[src/rtl/life_gen_engine.sv]
// Sequential Game-of-Life generation engine with a double-buffered board.
// The display bank feeds the renderer while the next generation is built in the back bank.

// Protocol checks on the engine outputs, bound from the engine itself.
module life_gen_checker (
    input logic       clk,
    input logic       reset,
    input logic       busy,
    input logic       gen_done,
    input logic [7:0] gen_count
);

    a_done_single_cycle: assert property (@(posedge clk) disable iff (reset)
        gen_done |=> !gen_done);

    a_done_when_idle: assert property (@(posedge clk) disable iff (reset)
        gen_done |-> !busy);

    a_count_steps_with_done: assert property (@(posedge clk) disable iff (reset)
        gen_done |-> (gen_count == ($past(gen_count) + 8'd1)));

endmodule

module life_gen_engine #(
    parameter int BIT_WIDTH      = 3,
    parameter int BIT_HEIGHT     = 3,
    parameter int FRAMES_PER_GEN = 60,
    parameter logic [(2**(BIT_WIDTH+BIT_HEIGHT))-1:0] SEED = 64'h0000_0000_0007_0402
) (
    input  logic                            clk,
    input  logic                            reset,
    input  logic                            frame_tick,
    input  logic                            run,
    input  logic                            load,
    input  logic [BIT_WIDTH+BIT_HEIGHT-1:0] rd_addr,
    output logic                            rd_data,
    output logic                            busy,
    output logic                            gen_done,
    output logic [7:0]                      gen_count,
    output logic                            extinct
);

    localparam int B    = BIT_WIDTH + BIT_HEIGHT;
    localparam int W    = 2 ** BIT_WIDTH;
    localparam int SIZE = 2 ** B;
    localparam int FCW  = (FRAMES_PER_GEN > 1) ? $clog2(FRAMES_PER_GEN) : 1;

    localparam logic [B-1:0]   STEP_ROW   = B'(W);
    localparam logic [B-1:0]   STEP_ONE   = B'(1);
    localparam logic [B-1:0]   LAST_IDX   = B'(SIZE - 1);
    localparam logic [FCW-1:0] LAST_FRAME = FCW'(FRAMES_PER_GEN - 1);

    typedef enum logic [1:0] {
        ST_IDLE    = 2'd0,
        ST_COMPUTE = 2'd1,
        ST_SWAP    = 2'd2
    } state_t;

    state_t           state_r;
    state_t           state_nxt_s;
    logic [SIZE-1:0]  bank0_r;
    logic [SIZE-1:0]  bank1_r;
    logic             sel_r;
    logic [B-1:0]     idx_r;
    logic [FCW-1:0]   frame_cnt_r;
    logic [7:0]       gen_count_r;
    logic             gen_done_r;
    logic             extinct_r;
    logic             any_live_r;

    logic [SIZE-1:0]  display_s;
    logic [3:0]       n_s;
    logic             next_bit_s;
    logic             tick_ok_s;
    logic             last_frame_s;
    logic             busy_s;

    // Live neighbours of one cell; board edges do not wrap, so masked-off taps read as dead.
    function automatic logic [3:0] count_neighbours(input logic [SIZE-1:0] board,
                                                    input logic [B-1:0]    idx);
        logic [BIT_HEIGHT-1:0] row;
        logic [BIT_WIDTH-1:0]  col;
        logic                  up;
        logic                  dn;
        logic                  lf;
        logic                  rt;
        logic [3:0]            n;
        row = idx[B-1:BIT_WIDTH];
        col = idx[BIT_WIDTH-1:0];
        up  = (row != {BIT_HEIGHT{1'b0}});
        dn  = (row != {BIT_HEIGHT{1'b1}});
        lf  = (col != {BIT_WIDTH{1'b0}});
        rt  = (col != {BIT_WIDTH{1'b1}});
        n   = 4'd0;
        n   = n + {3'b000, up & lf & board[idx - STEP_ROW - STEP_ONE]};
        n   = n + {3'b000, up      & board[idx - STEP_ROW]};
        n   = n + {3'b000, up & rt & board[idx - STEP_ROW + STEP_ONE]};
        n   = n + {3'b000, lf      & board[idx - STEP_ONE]};
        n   = n + {3'b000, rt      & board[idx + STEP_ONE]};
        n   = n + {3'b000, dn & lf & board[idx + STEP_ROW - STEP_ONE]};
        n   = n + {3'b000, dn      & board[idx + STEP_ROW]};
        n   = n + {3'b000, dn & rt & board[idx + STEP_ROW + STEP_ONE]};
        return n;
    endfunction

    // Display bank selection, neighbour count and the next-state rule for the cell at idx.
    always_comb begin
        display_s    = sel_r ? bank1_r : bank0_r;
        n_s          = count_neighbours(display_s, idx_r);
        tick_ok_s    = frame_tick && run;
        last_frame_s = (frame_cnt_r == LAST_FRAME);
        if (display_s[idx_r]) begin
            next_bit_s = (n_s == 4'd2) || (n_s == 4'd3);
        end else begin
            next_bit_s = (n_s == 4'd3);
        end
    end

    // FSM state register.
    always_ff @(posedge clk) begin
        if (reset) begin
            state_r <= ST_IDLE;
        end else begin
            state_r <= state_nxt_s;
        end
    end

    // FSM next-state logic; load aborts any generation in flight.
    always_comb begin
        state_nxt_s = state_r;
        if (load) begin
            state_nxt_s = ST_IDLE;
        end else begin
            case (state_r)
                ST_IDLE: begin
                    if (tick_ok_s && last_frame_s) begin
                        state_nxt_s = ST_COMPUTE;
                    end else begin
                        state_nxt_s = ST_IDLE;
                    end
                end
                ST_COMPUTE: begin
                    if (idx_r == LAST_IDX) begin
                        state_nxt_s = ST_SWAP;
                    end else begin
                        state_nxt_s = ST_COMPUTE;
                    end
                end
                ST_SWAP:  state_nxt_s = ST_IDLE;
                default:  state_nxt_s = ST_IDLE;
            endcase
        end
    end

    // FSM output decode.
    always_comb begin
        case (state_r)
            ST_COMPUTE: busy_s = 1'b1;
            ST_SWAP:    busy_s = 1'b1;
            ST_IDLE:    busy_s = 1'b0;
            default:    busy_s = 1'b0;
        endcase
    end

    // Board banks, frame pacing, cell index and generation status.
    always_ff @(posedge clk) begin
        if (reset) begin
            bank0_r     <= SEED;
            bank1_r     <= {SIZE{1'b0}};
            sel_r       <= 1'b0;
            idx_r       <= {B{1'b0}};
            frame_cnt_r <= {FCW{1'b0}};
            gen_count_r <= 8'd0;
            gen_done_r  <= 1'b0;
            extinct_r   <= (SEED == {SIZE{1'b0}});
            any_live_r  <= 1'b0;
        end else if (load) begin
            if (sel_r) begin
                bank1_r <= SEED;
            end else begin
                bank0_r <= SEED;
            end
            idx_r       <= {B{1'b0}};
            frame_cnt_r <= {FCW{1'b0}};
            gen_count_r <= 8'd0;
            gen_done_r  <= 1'b0;
            extinct_r   <= (SEED == {SIZE{1'b0}});
            any_live_r  <= 1'b0;
        end else begin
            gen_done_r <= 1'b0;
            case (state_r)
                ST_IDLE: begin
                    if (tick_ok_s && last_frame_s) begin
                        frame_cnt_r <= {FCW{1'b0}};
                        idx_r       <= {B{1'b0}};
                    end else if (tick_ok_s) begin
                        frame_cnt_r <= frame_cnt_r + FCW'(1);
                    end else begin
                        frame_cnt_r <= frame_cnt_r;
                    end
                end
                ST_COMPUTE: begin
                    // Only the back bank is written, so rd_data never sees a half-built board.
                    if (sel_r) begin
                        bank0_r[idx_r] <= next_bit_s;
                    end else begin
                        bank1_r[idx_r] <= next_bit_s;
                    end
                    any_live_r <= (idx_r == {B{1'b0}}) ? next_bit_s : (any_live_r | next_bit_s);
                    idx_r      <= idx_r + STEP_ONE;
                end
                ST_SWAP: begin
                    sel_r       <= ~sel_r;
                    gen_count_r <= gen_count_r + 8'd1;
                    gen_done_r  <= 1'b1;
                    extinct_r   <= ~any_live_r;
                end
                default: begin
                    gen_done_r <= 1'b0;
                end
            endcase
        end
    end

    assign rd_data   = display_s[rd_addr];
    assign busy      = busy_s;
    assign gen_done  = gen_done_r;
    assign gen_count = gen_count_r;
    assign extinct   = extinct_r;

    life_gen_checker u_checker (
        .clk       (clk),
        .reset     (reset),
        .busy      (busy_s),
        .gen_done  (gen_done_r),
        .gen_count (gen_count_r)
    );

endmodule

[config.mk]
export PLATFORM = sky130hd
export DESIGN_NAME = life_gen_engine
export DESIGN_NICKNAME = d
export VERILOG_FILES = /design/src/rtl/life_gen_engine.sv
export SDC_FILE = /design/constraint.sdc
export NUM_CORES = 1
export LEC_CHECK = 0
export ABC_AREA = 0
export BUFFER_PORTS_ARGS = -buffer_cell sky130_fd_sc_hd__buf_2
export CORE_UTILIZATION = 60
export DETAILED_ROUTE_END_ITERATION = 10
export GPL_TIMING_DRIVEN = 0
export PLACE_DENSITY = 0.77
export SLEW_MARGIN = 20
export SYNTH_ARGS = -nofsm -noshare
export SYNTH_HDL_FRONTEND = slang
export SYNTH_SLANG_ARGS = --single-unit
[constraint.sdc]
create_clock -name clk -period 7.3 [get_ports clk]
set_input_delay 1.095 -clock clk [delete_from_list [all_inputs] [get_ports clk]]
set_output_delay 1.095 -clock clk [all_outputs]
set_load 0.05 [all_outputs]
==> run summary <==
PortBufs: 17
Max Cap Violations: 0
Die Ht: 136 um
pre-CTS setup slack: -0.218 ns
Final #Nets: 1,257
Setup crit end kind: flop
# rows: 48
Seq pwr share: 43.9%
Crit path largest cell delay: 0.56 ns
NetSw: 0.000554 W
fillers: 1,454
mean number of vias per cell: 7.69
CP Class: flop to flop
pin count of the biggest net entering global routing: 19
DP HPWL: 31.8 mm
CTS tree: built
syn_area_per_cell: 9.14 um^2
Synth Area in XOR/XNOR: 2.19%
most frequent cell after synthesis: dfxtp_1
# DRC: 0
Slew @ Worst Pin: 1.23 ns
# clock sinks: 154
Setup Viol. Count Final: 0
commonest cells in the netlist: 154 x dfxtp_1, 145 x o21ai_0, 122 x mux2i_1
Slew headroom: 17.2%
wire length per cell: 30.6 um
initial DRC count: 1,452
Die Wd: 136 um
EDFF count, synth: 0
Post-Synthesis Cells: 1,180
# placed instances: 1,428
Clk pwr share: 50.1%
Pleak: 3.66 nW
critical path's slowest cell: mux2i_1
crit share post-route: 97.5%
r2r setup slk: 0.18 ns
Post-DRT Antenna Nets: 0
io pins: 23
clk slew on worst S/H paths: 0.08 ns
Die ar.: 0.0185 mm^2
PwrDens: 161 mW/mm^2
global placer's final weighted congestion: 1.06
worst min path class: flop to flop
Synth Area in Simple Gates: 14.0%
CP delay by family, top: adder cells
final setup margin: 0.182 ns
initial antenna violation count: 1
largest family of logic cells by synthesized area: compound AO/OA/AOI/OAI gates
synthesized area: 0.0108 mm^2
top-area cell type share of the netlist area: 28.6%
vias: 11,300
post-synthesis net count: 1,216
crit-path most repeated cell: fa_1
final WL: 44.8 mm
area of the multi-input gates: 0.00709 mm^2
Comb pwr share: 5.9%
global-route wire length before repair: 65.0 mm
CP Buf/Inv Count: 6
mux cell area share after synthesis: 22.0%
Num CTS Buffers: 17
sequential share of the synthesized area: 28.6%
Main synth FF type: dfxtp_1
CTS max path bufs: 2
crit path DAT: 7.50 ns
register area: 0.00308 mm^2
DR pass1 iterations: 7
Core Region: 0.0174 mm^2
worst skew pair latency: 0.46 ns
outcome: finished clean
worst hold margin: 0.490 ns
distinct cell type count after synthesis: 53
switching fraction of total power: 28.9%
Setup Fix Bufs, Post-CTS: 0
synthesized flop and latch total: 154
Tmin final: 7.12 ns
post-synth top area cell: dfxtp_1
internal power: 0.00137 W
Worst Path Max Fanout: 10
worst path cell trace: buf_2 > buf_2 > mux2i_1 > o22ai_1 > nor4_1 > mux2i_1 > mux4_2 > nor2b_1 > fa_1 > inv_1 > fa_1 > inv_1 > fa_1 > ha_1 > fa_1 > o21ai_0 > and2_0 > clkbuf_2 > nand4_4 > buf_6 > o22ai_2
ratio of cells with drive above 1 in the final layout: 17.7%
Area Overhead vs Synth: 10.6%
WP data required: 7.68 ns
Pins Over Slew Limit: 0
worst vdd ir: 172 uV
Post-Layout Cell Count: 1,464
GRT Util Overall: 49.1%
Syn. warnings: 0
initial core utilization: 61.9%
GR Overflow Total: 0
asr flop ratio synth: 0%
Worst setup SP type: flop
clock root cell: clkbuf_16
top cells by area, synth: dfxtp_1 29%, mux2i_1 11%, mux4_2 10%, o21ai_0 6.7%, o22ai_2 5.8%
number of global-route vias before repair: 10,200
post-synthesis compound-gate area fraction: 23.8%
Final Hold Fails: 0
f_max: 140 MHz
skew final: 0.0172 ns
H-tree depth: 4
Synth Area in Adders: 3.18%
RSZ-0062 raised after global routing: false
==> timing repair <==
action                                  4_1_cts  5_1_grt
cloned                                        0        0
pin swaps                                     0        0
gates resized for setup                       1        9
hold buffers                                  0        0
endpoints found under the setup margin       90      125
==> final timing paths <==
kind | endpoint | cells past startpoint | start
setup / recovery | bank0_r[44] | 21 | sel_r
hold / removal | bank1_r[0] | 2 | bank1_r[0]
setup reg to reg | bank0_r[44] | 21 | sel_r
hold reg to reg | bank1_r[0] | 2 | bank1_r[0]
==> power groups by stage <==
stage | clock network [W] | logic [W] | registers (W)
6_report | 0.000962 | 0.000114 | 0.000844
5_1_grt | 0.000985 | 0.000119 | 0.000844
4_1_cts | 0.000950 | 0.000108 | 0.000844
3_5_place_dp | 0 | 0.000108 | 0.000863
3_3_place_gp | 0 | 0.000107 | 0.000863
2_1_floorplan | 0 | 0.0000710 | 0.000863
==> cell usage in the layout (no fill, tap or decap), types with 9 or more instances in the layout <==
master / instances
a21oi_1: 78
buf_2: 34
buf_6: 19
clkbuf_1: 81
clkbuf_16: 17
dfxtp_1: 154
ha_1: 20
inv_1: 14
mux2i_1: 121
mux4_2: 48
nand2_1: 32
nand3_1: 17
nand4_1: 9
nor2_1: 36
nor2b_1: 16
nor3_1: 10
nor3_2: 9
nor4_1: 9
o21ai_0: 145
o22ai_1: 87
o22ai_2: 50
or3_1: 50
or4_1: 45
xnor2_1: 16
xor2_1: 11
==> sequential cells by signal, indices dropped and copies added (netlist names) <==
register	cells
any_live_r	1
bank0_r	64
bank1_r	64
extinct	1
frame_cnt_r	6
gen_count	8
gen_done	1
idx_r	6
sel_r	1
state_r	2
==> cell type report <==
class                           count  area share, %
Multi-Input combinational cell    882           59.4
Sequential cell                   154           25.8
Buffer                            127           5.25
Clock buffer                       17           3.57
Tap cell                          225           2.36
Clock inverter                     15           1.73
Timing Repair Buffer               23           1.22
Inverter                           16          0.503
Antenna cell                        5          0.105
==> layer usage <==
metal	up-vias	part of all wire [%]	global-route usage, %
met5	-	0	0
met4	0	6.9	31.1
met3	254	16	19.3
met2	987	41	68.0
met1	5367	37	63.1
li1	4647	-	-
==> kinds of logic after synthesis <==
logic type / after synthesis
AO/OA/AOI/OAI: 395
AND/OR/NAND/NOR: 259
multiplexers: 176
flip-flops: 154
buffers and inverters: 144
XOR/XNOR: 27
adder cells (fa/ha/maj): 25
==> stage by stage <==
| stage | utilization (%) | area [um^2] | power [W] | TNS, ns |
|---|---|---|---|---|
| 2_1_floorplan | - | 10800 | 0.000934 | 0 |
| 3_3_place_gp | 64.0 | 11200 | 0.000970 | -2.28 |
| 3_5_place_dp | 64.6 | 11200 | 0.000971 | -9.25 |
| 4_1_cts | 68.2 | 11900 | 0.00190 | 0 |
| 5_1_grt | 68.4 | 11900 | 0.00195 | 0 |
| 6_report | 68.5 | 11900 | 0.00192 | 0 |
==> worst min-delay path, stage by stage, from the launching register on <==
cell	delay, ns
dfxtp_1	0.31
o21ai_0	0.06
o22ai_1	0.07
No activity file was read; power rests on OpenSTA's default activity.
